[config.mk]
export PLATFORM = sky130hd
export DESIGN_NAME = db_multi
export DESIGN_NICKNAME = d
export VERILOG_FILES = /design/src/rtl/db_pkg.sv /design/src/rtl/db_chan.sv /design/src/rtl/db_multi.sv
export SDC_FILE = /design/constraint.sdc
export NUM_CORES = 1
export LEC_CHECK = 0
export CELL_PAD_IN_SITES_DETAIL_PLACEMENT = 1
export CELL_PAD_IN_SITES_GLOBAL_PLACEMENT = 1
export CORE_AREA = 2 2 67 69
export DETAILED_ROUTE_END_ITERATION = 8
export DIE_AREA = 0 0 69 71
export HOLD_SLACK_MARGIN = 0.08
export PLACE_DENSITY_LB_ADDON = 0.1
export SKIP_CTS_REPAIR_TIMING = 1
export SLEW_MARGIN = 20
export SYNTH_ARGS = -nofsm -noshare
export SYNTH_HDL_FRONTEND = slang
export SYNTH_SLANG_ARGS = --single-unit
[constraint.sdc]
create_clock -name clk -period 2.6 [get_ports clk]
set_input_delay 0.65 -clock clk [delete_from_list [all_inputs] [get_ports clk]]
set_output_delay 0.65 -clock clk [all_outputs]
set_load 0.01 [all_outputs]
[src/rtl/db_pkg.sv]
// Shared debouncer constants and helpers, imported by every debouncer block.
package db_pkg;

  localparam int unsigned DefTickDiv     = 100000;
  localparam int unsigned DefStableTicks = 3;

  // Bits needed to hold values 0..value-1; value is expected to be >= 2.
  function automatic int unsigned clog2(input int unsigned value);
    int unsigned r;
    r = 0;
    while ((64'(1) << r) < 64'(value)) begin
      r++;
    end
    return r;
  endfunction

endpackage

[src/rtl/db_chan.sv]
// One debounce channel: optional input synchroniser, confirmation counter, level and edge pulses.
// DB_MULTI_SYNC_EN inserts a 2-flop synchroniser in front of the counter logic.
module db_chan
  import db_pkg::*;
#(
  parameter int unsigned STABLE_TICKS = DefStableTicks
) (
  input  logic clk,
  input  logic rst,
  input  logic i_sw,
  input  logic i_tick,
  output logic o_db,
  output logic o_rise,
  output logic o_fall
);

  localparam int unsigned SW_W = clog2(STABLE_TICKS + 1);

  logic            w_s;
  logic [SW_W-1:0] r_cnt;
  logic [SW_W-1:0] w_cnt_d;
  logic            r_db;
  logic            w_db_d;
  logic            r_rise;
  logic            w_rise_d;
  logic            r_fall;
  logic            w_fall_d;

`ifdef DB_MULTI_SYNC_EN
  logic [1:0] r_sync;

  always_ff @(posedge clk or posedge rst) begin
    if (rst) begin
      r_sync <= '0;
    end else begin
      r_sync <= {r_sync[0], i_sw};
    end
  end

  assign w_s = r_sync[1];
`else
  assign w_s = i_sw;
`endif

  // Any sample equal to the current level restarts confirmation from scratch.
  always_comb begin
    w_cnt_d  = r_cnt;
    w_db_d   = r_db;
    w_rise_d = 1'b0;
    w_fall_d = 1'b0;
    if (w_s == r_db) begin
      w_cnt_d = '0;
    end else if (i_tick) begin
      if (r_cnt == SW_W'(STABLE_TICKS - 1)) begin
        w_db_d   = w_s;
        w_cnt_d  = '0;
        w_rise_d = w_s;
        w_fall_d = ~w_s;
      end else begin
        w_cnt_d = r_cnt + 1'b1;
      end
    end
  end

  always_ff @(posedge clk or posedge rst) begin
    if (rst) begin
      r_cnt  <= '0;
      r_db   <= 1'b0;
      r_rise <= 1'b0;
      r_fall <= 1'b0;
    end else begin
      r_cnt  <= w_cnt_d;
      r_db   <= w_db_d;
      r_rise <= w_rise_d;
      r_fall <= w_fall_d;
    end
  end

  assign o_db   = r_db;
  assign o_rise = r_rise;
  assign o_fall = r_fall;

endmodule

[src/rtl/db_multi.sv]
// Multi-channel debouncer: shared sample-tick prescaler feeding CH independent db_chan instances.
// Define DB_MULTI_SYNC_EN to synchronise each raw input (adds 2 cycles of latency).
module db_multi
  import db_pkg::*;
#(
  parameter int unsigned CH           = 4,
  parameter int unsigned TICK_DIV     = DefTickDiv,
  parameter int unsigned STABLE_TICKS = DefStableTicks
) (
  input  logic          clk,
  input  logic          rst,
  input  logic [CH-1:0] sw,
  output logic [CH-1:0] db,
  output logic [CH-1:0] rise,
  output logic [CH-1:0] fall,
  output logic          tick
);

  localparam int unsigned PW = clog2(TICK_DIV);

  logic [PW-1:0] r_pcnt;
  logic [PW-1:0] w_pcnt_d;
  logic          w_tick;

  assign w_tick   = (r_pcnt == PW'(TICK_DIV - 1));
  assign w_pcnt_d = w_tick ? '0 : r_pcnt + 1'b1;
  assign tick     = w_tick;

  always_ff @(posedge clk or posedge rst) begin
    if (rst) begin
      r_pcnt <= '0;
    end else begin
      r_pcnt <= w_pcnt_d;
    end
  end

  for (genvar i = 0; i < CH; i++) begin : g_chan
    db_chan #(
      .STABLE_TICKS(STABLE_TICKS)
    ) u_chan (
      .clk   (clk),
      .rst   (rst),
      .i_sw  (sw[i]),
      .i_tick(w_tick),
      .o_db  (db[i]),
      .o_rise(rise[i]),
      .o_fall(fall[i])
    );
  end

endmodule
* After elaboration in Yosys (flattened, before gate mapping)
Cells that the tools add are included.
Cells by class: bitwise operators 8, add/subtract/negate cells 5, multiply operators 0, div/mod/pow operators 0, magnitude comparators 0, reduce and logical (&&, ||, !) cells 8, multiplexer cells 37, equality and inequality tests 9, shifts and indexed selects 0
Operators by type and width (count):
- $mux 1 | 24
- $mux 2 | 12
- $add 17x1->17 const B | 1
- $eq 17x17->1 const B | 1
- $mux 17 | 1
- $reduce_and 3->1 | 4
- $add 2x1->2 const B | 4
- $eq 2x2->1 const B | 4
- $not 1->1 | 8
- $reduce_bool 2->1 | 4
- $eq 1x1->1 | 4
Word-level totals: output and inout bits 13, RAM bits 0, bits in registers 37, bits in read-only memories 0, latch bits 0, input bits 6, memories kept 0, word-level logic and storage cells 84

* Longest topological paths before layout
word-level depth 4, depth in mapped cells 8, gate-level depth less buffers 5

* By module
From an unflattened synthesis, not the netlist that was laid out.
Unflattened totals: cells, all modules 143, area total of the unflattened synthesis 1666.6 um^2
By module, submodules not included:
- db_chan | instances 4, cells an instance 17, area an instance 210.2 um^2, seq. area each 125.1 um^2
- db_multi | instances 1, cells an instance 75, area an instance 825.8 um^2, seq. area each 425.4 um^2

* Least setup slack after synthesis
Ideal clock, no wire load.
kind register to output, from register r_pcnt[0], to output port tick, path buffers 3, stages on the path, launching flop included 7, arrival time 1.384 ns, required time 1.950 ns, path slack 0.566 ns, path through dfrtp_1 -> ha_1 -> and4_4 -> buf_6 -> and4_4 -> buf_6 -> buf_6
Between the ends: word-level cells in the longest chain between the ends 1
Ends and longest elaborated chain:
- from (decl) | RTL line db_multi.sv:21 | logic [PW-1:0] r_pcnt;
- from (signal assigned) | RTL line db_multi.sv:33 | r_pcnt <= w_pcnt_d;
- $eq 17x17->1 | RTL line db_multi.sv:25 | assign w_tick = (r_pcnt == PW'(TICK_DIV - 1));
- to (decl) | RTL line db_multi.sv:16 | output logic tick
Every way passes these cells.

* Final worst setup path
Same ends and word-level chain as after synthesis.

==> impl_metrics.ini <==
[setup_path]
worstSetupStartpointType = register
cp_cell_sequence = ha_2 -> and4_4 -> and4_4 -> dlymetal6s2s_1
critPathArrivalTime_ns = 1.55
cpMaxStageDelayCell = sky130_fd_sc_hd__dfrtp_1
critical_path.n_buffers_inverters = 1
crit_path_frequent_cell = sky130_fd_sc_hd__and4_4
crit_fanout = 6
cell_family_contributing_the_most_delay_on_the_critical_path = simple AND/OR/NAND/NOR gates
timing_worst_setup_path_type = register to primary output
cpPeakStageDelay_ns = 0.39
crit_required_ns = 1.95
kind_of_end_point_of_the_critical_path = primary output

[layout]
area.growth.synth_to_final_pct = 13.7
stdcell_count = 219
nNetsFinal = 174
design_area_sq_um = 2040
fraction_of_layout_cells_with_a_size_suffix_above_1 = 0.150
final_util = 0.485
n_antenna_cell = 0
nFillCells = 463

[clocking]
htree_num_levels = 2
clock_tree.root_cell = sky130_fd_sc_hd__clkbuf_8
clock_latency_ns = 0.29
tritoncts = done
clkSinkCount = 37
cts.clk_slew.worst_paths_ns = 0.07
tritoncts.num_buffers = 5
cts.path.max_buffers = 2

[yosys]
ys_seq_area_frac = 0.516
yosysTopAreaCell = sky130_fd_sc_hd__dfrtp_1
async_reset_ff_frac = 1.00
synth_enable_flop_cells = 0
synth_most_common_cell = sky130_fd_sc_hd__dfrtp_1
mappedNetlistArea_sq_um = 1790
syn_avg_cell_area_sq_um = 11.7
synth_fp_nets = 160
synth_cells = 153
synth.top_cells.by_count = sky130_fd_sc_hd__dfrtp_1 (37), sky130_fd_sc_hd__nand2_1 (15), sky130_fd_sc_hd__buf_4 (12)
ys_seq_elements = 37
netlist-cell-type-count = 31
fraction_of_post_synthesis_cell_area_in_the_top_cell_type_by_area = 0.516
synth.yosys.warnings = 0
synth_top_flop_cell = sky130_fd_sc_hd__dfrtp_1
yosys-top-cells-area = sky130_fd_sc_hd__dfrtp_1 (52%), sky130_fd_sc_hd__buf_4 (5.0%), sky130_fd_sc_hd__nand3b_4 (4.5%)

[sta]
setup-tns-final_ns = 0
fmax_ghz = 0.454
worst_pin_slew_ns = 0.466
timing.final.max_slew_violations = 0
rsz_0062_raised_after_global_routing = no
fin_skew_ns = 0.00486
final-setup-viol-count = 0
hold_violations = 0
post-route-min-period_ns = 2.20
slew_headroom = 0.689
fin_hold_ws_ns = 0.489
fin_crit_sh = 0.847

[place]
port_buffers = 18
dpl.hpwl_microns = 2240
gp_routability_congestion = 0.787
post-place-cells = 210
place_area_sq_um = 1930

[global_route]
pin_count_of_the_biggest_net_entering_global_routing = 38
grt_antenna_before_repair = 0
remaining_overflow_grt = 0
grt_pass1_vias = 1163
globalRouteTotalUtil = 0.144
grt_pass1_wl_microns = 5460

[drt]
firstDrtPassIters = 4
avgRoutedWirePerCell_microns = 14.6
routed_wirelength_microns = 3190
first_iter_violations = 32
post_drt_via_cell_ratio = 5.33
dr_total_vias = 1168
drt.antenna.violating_nets = 0
post_route_drc = 0

[power_and_ir_drop]
power_density_nw_per_um2 = 503
irDropWorstVdd_uv = 252
total_leakage_power_nw = 1.02

[flow_run]
max_capacitance_violation_total = 0

[floorplan]
top_level_ports = 19
die_y_microns = 71
rows = 24
design.die.area_sq_um = 4900
core_region_area_sq_um = 4200
floorplan.initialDensity = 0.427
die_width_microns = 69

[outcome]
outcome = completed

[hold_path]
timing.hold.worst.class = register to register
-- state kept, by name (all words and copies together) (netlist names) --
signal and cells:
g_chan.u_chan.o_db 4, g_chan.u_chan.o_fall 4, g_chan.u_chan.o_rise 4, g_chan.u_chan.r_cnt 8
r_pcnt 17
-- routing by layer --
layer  vias up  global-route usage  wire length, microns
li1        548                   -                     -
met1       594               0.170                  1390
met2        19               0.236                  1610
met3         7              0.0442                   118
met4         0              0.0784                    74
met5         -                   0                     0
-- placed cells by master, fill, tap and decap left out --
| master | Yosys | routed |
|---|---|---|
| sky130_fd_sc_hd__inv_1 | 1 | 1 |
| sky130_fd_sc_hd__and3_1 | 4 | 4 |
| sky130_fd_sc_hd__mux2_4 | 4 | 4 |
| sky130_fd_sc_hd__nand3b_4 | 4 | 4 |
| sky130_fd_sc_hd__and4_4 | 2 | 2 |
| sky130_fd_sc_hd__xnor2_1 | 8 | 8 |
| sky130_fd_sc_hd__or4_1 | 1 | 1 |
| sky130_fd_sc_hd__o41ai_1 | 1 | 1 |
| sky130_fd_sc_hd__or3_1 | 4 | 4 |
| sky130_fd_sc_hd__nor3_1 | 1 | 1 |
| sky130_fd_sc_hd__nor4b_2 | 1 | 1 |
| sky130_fd_sc_hd__nand3b_1 | 4 | 4 |
| sky130_fd_sc_hd__a21oi_1 | 8 | 8 |
| sky130_fd_sc_hd__clkbuf_8 | 0 | 6 |
| sky130_fd_sc_hd__nand2_1 | 15 | 15 |
| sky130_fd_sc_hd__dlymetal6s2s_1 | 0 | 1 |
| sky130_fd_sc_hd__nor2_1 | 6 | 6 |
| sky130_fd_sc_hd__nor4bb_2 | 1 | 1 |
| sky130_fd_sc_hd__o311ai_0 | 1 | 1 |
| sky130_fd_sc_hd__nand4_1 | 5 | 5 |
| sky130_fd_sc_hd__clkdlybuf4s50_1 | 0 | 17 |
| sky130_fd_sc_hd__o31ai_1 | 1 | 1 |
| sky130_fd_sc_hd__buf_4 | 12 | 5 |
| sky130_fd_sc_hd__clkbuf_1 | 1 | 1 |
| sky130_fd_sc_hd__ha_2 | 0 | 1 |
| sky130_fd_sc_hd__and4bb_2 | 1 | 1 |
| sky130_fd_sc_hd__o21ai_0 | 2 | 2 |
| sky130_fd_sc_hd__xor2_1 | 7 | 7 |
| sky130_fd_sc_hd__nand3_1 | 7 | 7 |
| sky130_fd_sc_hd__o211ai_1 | 1 | 1 |
| sky130_fd_sc_hd__and2_1 | 1 | 1 |
| sky130_fd_sc_hd__dfrtp_1 | 37 | 37 |
| sky130_fd_sc_hd__nor3b_1 | 8 | 8 |
-- logic make-up after synthesis --
logic type | share of synthesized area
and+or+nand+nor | 0.251
DFF | 0.516
buffers and inverters | 0.0732
xor gates and xnor gates | 0.0732
AOI/OAI and AO/OA | 0.0460
muxes | 0.0335
adders and majority gates | 0.00697
-- path summary, 6_finish.rpt --
path / startpoint / end / slack [ns] / cells past startpoint
min reg2reg: r_pcnt[16] / r_pcnt[16] / 0.49 / 1
max in group asynchronous: rst / g_chan[2].u_chan.r_cnt[1] / 1.49 / 3
min in group asynchronous: rst / g_chan[3].u_chan.r_cnt[1] / 0.78 / 3
min: r_pcnt[16] / r_pcnt[16] / 0.49 / 1
max: r_pcnt[0] / tick / 0.40 / 4
max reg2reg: r_pcnt[0] / g_chan[1].u_chan.o_db / 0.70 / 6
-- final cells by class --
class                           count  area [sq um]  share of cell area
Sequential cell                    37           926               0.454
Multi-Input combinational cell     99           739               0.362
Timing Repair Buffer               23           220               0.108
Clock buffer                        7          86.3              0.0423
Tap cell                           52          65.1              0.0319
Inverter                            1          3.75             0.00184
-- where the power goes --
| group | leakage, nW | switching (mW) | internal, mW |
|---|---|---|---|
| Clock | 0.0443 | 0.189 | 0.210 |
| Combinational | 0.484 | 0.0221 | 0.0226 |
| Sequential | 0.493 | 0.00449 | 0.579 |
| Total | 1.02 | 0.216 | 0.811 |
-- per-stage QoR --
stage	power (mW)	setup WS, ns
after CTS	1.05	-0.0244
after global placement	0.638	0.323
after global routing	1.08	0.299
after detailed placement	0.640	0.305
final	1.03	0.398
after floorplan	0.621	0.566
Power figures use the tool's default switching activity.
